**src/rtl/instruction_fetch_unit.sv**
```systemverilog
// Instruction fetch unit: programmable instruction store, program counter and
// a registered valid/ready output stage feeding decode. LOAD state programs, RUN state fetches.
`timescale 1ns/1ps
module instruction_fetch_unit #(
  parameter int DATA_WIDTH = 8,
  parameter int ADDR_WIDTH = 8,
  parameter int DEPTH      = 256,
  parameter int RESET_PC   = 0,
  parameter int PC_STEP    = 1
) (
  input  logic                  clock,
  input  logic                  reset_n,
  input  logic                  run,
  input  logic                  prog_we,
  input  logic [ADDR_WIDTH-1:0] prog_addr,
  input  logic [DATA_WIDTH-1:0] prog_data,
  input  logic                  redirect_valid,
  input  logic [ADDR_WIDTH-1:0] redirect_pc,
  input  logic                  instr_ready,
  output logic                  instr_valid,
  output logic [DATA_WIDTH-1:0] instruction,
  output logic [ADDR_WIDTH-1:0] instr_pc,
  output logic [ADDR_WIDTH-1:0] pc,
  output logic                  running
);

  localparam int MEM_AW = (DEPTH > 1) ? $clog2(DEPTH) : 1;
  localparam logic [ADDR_WIDTH:0] DEPTH_W = (ADDR_WIDTH + 1)'(DEPTH);

  typedef enum logic {S_LOAD = 1'b0, S_RUN = 1'b1} state_e;

  state_e                state_q, state_d;
  logic [ADDR_WIDTH-1:0] pc_q, pc_d;
  logic                  valid_q, valid_d;
  logic [DATA_WIDTH-1:0] instr_q, instr_d;
  logic [ADDR_WIDTH-1:0] instr_pc_q, instr_pc_d;
  logic                  mem_we;
  logic                  advance;
  logic [DATA_WIDTH-1:0] rd_word;

  logic [DATA_WIDTH-1:0] mem [DEPTH];

  // Addresses at or beyond DEPTH are unimplemented: writes are dropped, reads return NOP.
  function automatic logic in_range(input logic [ADDR_WIDTH-1:0] a);
    return {1'b0, a} < DEPTH_W;
  endfunction

  assign rd_word = in_range(pc_q) ? mem[pc_q[MEM_AW-1:0]] : '0;

  always_ff @(posedge clock or negedge reset_n) begin
    if (!reset_n) begin
      state_q <= S_LOAD;
    end else begin
      state_q <= state_d;
    end
  end

  always_comb begin
    state_d = state_q;
    case (state_q)
      S_LOAD:  if (run)  state_d = S_RUN;
      S_RUN:   if (!run) state_d = S_LOAD;
      default: state_d = S_LOAD;
    endcase
  end

  // Output stage: flush and halt take priority over fetching; a stall holds everything.
  always_comb begin
    pc_d       = pc_q;
    valid_d    = valid_q;
    instr_d    = instr_q;
    instr_pc_d = instr_pc_q;
    mem_we     = 1'b0;
    advance    = !valid_q || instr_ready;
    running    = (state_q == S_RUN);
    case (state_q)
      S_LOAD: begin
        valid_d = 1'b0;
        mem_we  = prog_we && in_range(prog_addr);
        if (redirect_valid) pc_d = redirect_pc;
      end
      S_RUN: begin
        if (!run) begin
          valid_d = 1'b0;
        end else if (redirect_valid) begin
          valid_d = 1'b0;
          pc_d    = redirect_pc;
        end else if (advance) begin
          instr_d    = rd_word;
          instr_pc_d = pc_q;
          valid_d    = 1'b1;
          pc_d       = pc_q + ADDR_WIDTH'(PC_STEP);
        end
      end
      default: ;
    endcase
  end

  always_ff @(posedge clock or negedge reset_n) begin
    if (!reset_n) begin
      pc_q       <= ADDR_WIDTH'(RESET_PC);
      valid_q    <= 1'b0;
      instr_q    <= '0;
      instr_pc_q <= '0;
    end else begin
      pc_q       <= pc_d;
      valid_q    <= valid_d;
      instr_q    <= instr_d;
      instr_pc_q <= instr_pc_d;
    end
  end

  // Program store survives reset so a loaded program can be rerun.
  always_ff @(posedge clock) begin
    if (mem_we) mem[prog_addr[MEM_AW-1:0]] <= prog_data;
  end

  assign instr_valid = valid_q;
  assign instruction = instr_q;
  assign instr_pc    = instr_pc_q;
  assign pc          = pc_q;

endmodule

```
**config.mk**
```make
export PLATFORM = sky130hd
export DESIGN_NAME = instruction_fetch_unit
export DESIGN_NICKNAME = d
export VERILOG_FILES = /design/src/rtl/instruction_fetch_unit.sv
export SDC_FILE = /design/constraint.sdc
export NUM_CORES = 2
export LEC_CHECK = 0
export ABC_AREA = 1
export CORE_MARGIN = 10
export CORE_UTILIZATION = 25
export DETAILED_ROUTE_END_ITERATION = 16
export PLACE_DENSITY_LB_ADDON = 0.08
export SETUP_SLACK_MARGIN = 0.5
export SLEW_MARGIN = 20
export SYNTH_ARGS = -nofsm -noshare
export SYNTH_HDL_FRONTEND = slang
export SYNTH_SLANG_ARGS = --single-unit
```
**constraint.sdc**
```tcl
create_clock -name clock -period 1.95 [get_ports clock]
set_input_delay 0.39 -clock clock [delete_from_list [all_inputs] [get_ports clock]]
set_output_delay 0.39 -clock clock [all_outputs]
set_load 0.01 [all_outputs]
```
== After elaboration in Yosys (flattened, before gate mapping) ==
Memories as Yosys holds them, arrays and structs flattened. A register that Yosys moved wholly into a read port is not among the register bits.
Index checks and enable logic that the tools add are counted.
Word-level totals
  bits of input ports: 30
  memories: 1
  flip-flop bits (word level): 18
  output and inout port bits: 26
  bits in writable memories: 2048
  bits in read-only memories: 0
  bits in latches: 0
Cells by class
  div/mod/pow operators: 0
  reductions and logical operators: 5
  $lt $le $gt $ge: 0
  equal/unequal tests: 4
  bitwise operators: 2
  muxes and demuxes: 13
  add/sub/neg operators: 1
  multipliers: 0
  shift operators: 0
Memory list
  mem: words 256, bits a word 8, read ports 1, clocked after Yosys merged registers in 1, write ports 1, line 41  | logic [DATA_WIDTH-1:0] mem [DEPTH];
Operators by type and width (count)
  8-bit two-way mux: 4
  8-bit one-hot mux with 2 select lines: 1
  8-bit by 1-bit adder with 8-bit output, second input constant: 1
  1-bit two-way mux: 7
  2-bit != test, second input constant: 2
  4-bit by 3-bit != test with 1-bit output, second input constant: 1
  4-bit AND reduction: 1
  3-bit by 2-bit != test with 1-bit output, second input constant: 1
  3-bit AND reduction: 1
  1-bit zero test: 2
  1-bit NOT: 2
  1-bit one-hot mux with 2 select lines: 1
  1-bit logical OR: 1

== Depth between registers and ports, before layout ==
  depth in word-level cells: 6
  depth in mapped cells: 18
  gate-level depth less buffers: 15

== Least setup slack after synthesis ==
Ideal clock, no wire load.
  path kind: register to register
  start point: reg state_q, in the netlist running
  end point: mem mem[104][0] (enable)
  library setup time: 370 ps
  arrival: 1716 ps
  stages on the path, launching flop included: 8
  path slack: -136 ps
  path buffers: 2
  required time: 1580 ps
  cell sequence: dfrtp_1 > inv_1 > nand2_1 > clkinv_1 > clkbuf_1 > nand2_1 > clkbuf_1 > nor2_1
On the way
  cells in the longest elaborated chain, start to end: 3
RTL lines
  start: declaration: line 32  | state_e state_q, state_d;
  start signal: assignment: line 54  | state_q <= state_d;
  1-bit two-way mux: line 76  | case (state_q)
  1-bit two-way mux: line 115  | if (mem_we) mem[prog_addr[MEM_AW-1:0]] <= prog_data;
  1-bit two-way mux (implied by the code): line 115
  end: declaration: line 41
Every way passes these cells.

==> key figures <==
Yosys
  – Synth warn: 0
  – EDFF count, synth: roughly 2000
  – Synth Cell Area: 86900 um^2
  – Cells after synthesis: ~7800
  – Post-synth cell types: 28
  – Ys flop type: edfxtp_1
  – Seq/Total Area, Yosys: between 70 and 80%
  – FF+latch count, synth: around 2100
  – Synth async-reset ratio: around 1.3%
  – Avg Cell Area, Syn: approximately 11 um^2
  – Mapped Nets: 7840

Floorplanning
  – Starting Density: 25.1%
  – Die area: between 300000 and 400000 um^2
  – Core Box Area: approximately 350000 um^2
  – Die H: around 610 um
  – Die X: between 600 and 700 um
  – Ports: 56
  – FP Rows: around 220

Final layout
  – Final non-filler cell area: ~110000 um^2
  – Fill count: 34811
  – Share of layout cells above drive strength 1: around a fifth
  – Area growth syn-to-layout: 31.9%
  – Fin util: 33.1%
  – Final nets: between 8000 and 9000

Drt
  – DRC Markers: 0
  – Via density: 4.49
  – Iteration count of the initial detailed-routing pass: 5
  – Iteration-0 DRC Markers: ~4400
  – Vias: just over 60000
  – Routed wire length: about 340000 um
  – Avg WL per Cell: 25.0 um
  – Antenna violation net count after detailed routing: 0

GRT
  – First-pass GRT wire length: roughly 470000 um
  – Grt ovf: 0
  – GR Util All Layers: about 17%
  – Initial antenna violation count: 13
  – Number of global-route vias before repair: between 60000 and 70000
  – Largest net degree at the start of global routing: 67

Timing
  – Final-report setup violation count: ~390
  – Fin. max-slew vios: 0
  – Relative slew slack: a little under half
  – Final Hold Vio Count: 0
  – Post-route setup slack: -0.732 ns
  – Worst-Margin Slew: around 0.8 ns
  – Worst Skew: around 0.038 ns
  – Final period utilization: 138%
  – Fmax: between 0.3 and 0.4 GHz
  – Post-layout min period: ~2.7 ns
  – RSZ-0062 raised after global routing: true
  – Final setup TNS: -17.34 ns

Placement
  – Post-DP HPWL: about 220000 um
  – PortBufs: 55
  – Placed Area: approximately 100000 um^2
  – GPL Wtd Cong: 0.794

Power
  – Power Density: approximately 1000 nW/um^2
  – Leak: approximately 43 nW
  – Worst vdd ir: between 0.8 and 0.9 mV

CTS
  – Clk pin slew, worst setup/hold paths: ~0.060 ns
  – Clock tree from TritonCTS: yes
  – Maximum clock path buffer count: 4
  – CTS sink cnt: 2074
  – Num CTS Buffers: 245
  – H-tree Lvls: 4
  – Skew-Pair Late Insertion Delay: around 0.92 ns
  – Clock root buffer: clkbuf_16

Critical path
  – Worst Path Required: roughly 2.8 ns
  – CP Launch Type: flop
  – Critical Path Sink Type: flop
  – CP Class: flop to flop
  – Crit-path max FO: 19
  – Arr. time, crit path: around 3.5 ns
  – Worst Setup SP: pc[0]
  – FF-to-FF Start: pc[0]

Outcome
  – Violated checks: setup timing
  – Outcome: complete, but fails checks

Job
  – Max-cap violations: 0

Min path
  – Worst hold path type: primary input to asynchronous set/reset pin
-- registers in the layout (all words and copies together), names as in the netlist --
signal / count
instruction: 8
instr_valid: 1
pc: 8
instr_pc: 8
mem: 2048
running: 1
-- through the flow --
| stage | instances | setup WS [ns] | hold slack [ns] | power (W) |
|---|---|---|---|---|
| 2_1_floorplan | 7809 | 0.0277 | 0.0944 | 0.0596 |
| 4_1_cts | 13393 | -0.763 | 0.0360 | 0.119 |
| 3_3_place_gp | 12846 | -1.39 | 0.467 | 0.0708 |
| 5_1_grt | 13455 | -0.815 | 0.0787 | 0.123 |
| 6_report | 13457 | -0.732 | 0.0755 | 0.119 |
| 3_5_place_dp | 12846 | -1.36 | 0.468 | 0.0707 |
-- Yosys cell counts, drive strengths merged, types with 2 or more instances --
| master | n | share of area (%) |
|---|---|---|
| a21oi | 41 | 0.24 |
| a22oi | 3 | 0.026 |
| a32oi | 2 | 0.020 |
| buf | 278 | 2.0 |
| clkbuf | 205 | 0.89 |
| clkinv | 6 | 0.026 |
| dfrtp | 26 | 0.75 |
| edfxtp | 2048 | 71 |
| inv | 533 | 2.3 |
| nand2 | 1720 | 7.4 |
| nand3 | 1037 | 6.0 |
| nor2 | 1274 | 5.5 |
| nor3 | 4 | 0.029 |
| o211ai | 113 | 0.98 |
| o21ai | 498 | 2.9 |
| o221ai | 2 | 0.020 |
| or2 | 16 | 0.12 |
-- where the power goes --
group / internal, W / total, W / switching, W / leakage (nW)
clock: 0.0268 / 0.0460 / 0.0192 / 3.84
combinational: 0.00852 / 0.0232 / 0.0147 / 20.0
sequential: 0.0491 / 0.0495 / 0.000306 / 18.7
total: 0.0845 / 0.119 / 0.0342 / 42.5
-- logic make-up after synthesis --
logic type	after synthesis	share of synthesized area, %
flops	2074	71.5
fa+ha+maj	1	0.0144
compound gates	661	4.17
buf+inv	1022	5.22
simple gates	4051	19.1
-- routing by layer --
metal	GRT usage (%)	wire length (um)	vias up
met5	0	0	-
met4	4.03	7960	0
met3	1.58	11100	348
met2	29.0	160000	986
met1	24.3	157000	30506
li1	-	-	28525
-- final timing paths --
kind                                        to  slack (ns)  depth (start not counted)
worst max register to register  instruction[0]       -0.73                         16
worst min register to register     instr_pc[6]        0.49                          2
min in group clock                     running        0.13                          2
worst min-delay path               instr_pc[6]        0.08                          2
max in group asynchronous                pc[2]        1.24                          2
worst max-delay path            instruction[0]       -0.73                         16
-- critical path, cell delays in order (launching register included) --
cell and delay [ns]:
dfrtp_4 0.46, buf_6 0.12, buf_6 0.11, buf_12 0.18
bufbuf_16 0.34, nand2_1 0.09, o211ai_1 0.12, nand3_1 0.14
nand3_2 0.14, nand2_1 0.09, nand2_1 0.08, nand2_1 0.07
nor2_2 0.14, nand2_1 0.08, buf_4 0.15, a21oi_1 0.16
nor2_1 0.07
-- cell type report --
| cell class | instances | area [um^2] | share of cell area [%] |
|---|---|---|---|
| flip-flops and latches | 2074 | 62200 | 54.3 |
| multi-input cells | 4713 | 22900 | 20.0 |
| repair buffers | 1093 | 13800 | 12.0 |
| clock buffers | 316 | 6510 | 5.68 |
| well taps | 4578 | 5730 | 5.00 |
| inverters | 539 | 2100 | 1.83 |
| clock inverters | 138 | 1350 | 1.18 |
| repair inverters | 1 | 30.0 | 0.0262 |
| diodes | 5 | 12.5 | 0.0109 |
-- cells in the final DEF, fill, tap and decap left out, types with 6 or more instances in the layout --
| master | Yosys | final |
|---|---|---|
| nor2_1 | 1274 | 1093 |
| or2_2 | 16 | 16 |
| clkdlybuf4s50_1 | 0 | 21 |
| dlygate4sd3_1 | 0 | 9 |
| buf_2 | 114 | 6 |
| nor2_4 | 0 | 146 |
| o21ai_1 | 122 | 147 |
| nand2_1 | 1720 | 1633 |
| clkbuf_8 | 0 | 7 |
| inv_1 | 530 | 529 |
| dfrtp_2 | 0 | 11 |
| nand3_1 | 1037 | 898 |
| o211ai_1 | 113 | 113 |
| nand2_4 | 0 | 24 |
| clkbuf_16 | 0 | 259 |
| a21oi_1 | 41 | 17 |
| clkinv_1 | 6 | 66 |
| bufbuf_16 | 0 | 20 |
| buf_16 | 0 | 35 |
| edfxtp_1 | 2048 | 2048 |
| nand3_2 | 0 | 121 |
| nor2_2 | 0 | 35 |
| buf_6 | 45 | 102 |
| buf_12 | 0 | 266 |
| a21oi_4 | 0 | 8 |
| nand2_8 | 0 | 9 |
| clkinv_2 | 0 | 38 |
| buf_4 | 49 | 572 |
| o21ai_2 | 0 | 6 |
| o21ai_0 | 376 | 344 |
| dfrtp_1 | 26 | 11 |
| bufinv_16 | 0 | 26 |
| nand2_2 | 0 | 54 |
| a21oi_2 | 0 | 16 |
| clkbuf_1 | 204 | 62 |
| buf_8 | 3 | 50 |
| nand3_4 | 0 | 18 |
-- what timing repair did --
item	4_1_cts	5_1_grt
cloned	28	12
hold buffers	9	0
gates resized for setup	499	442
endpoints found under the setup margin	2098	2098
pin swaps	56	90
hold endpoints to repair	178	0
buffers inserted	56	47
Note: power is estimated with default switching activity, not from simulation.
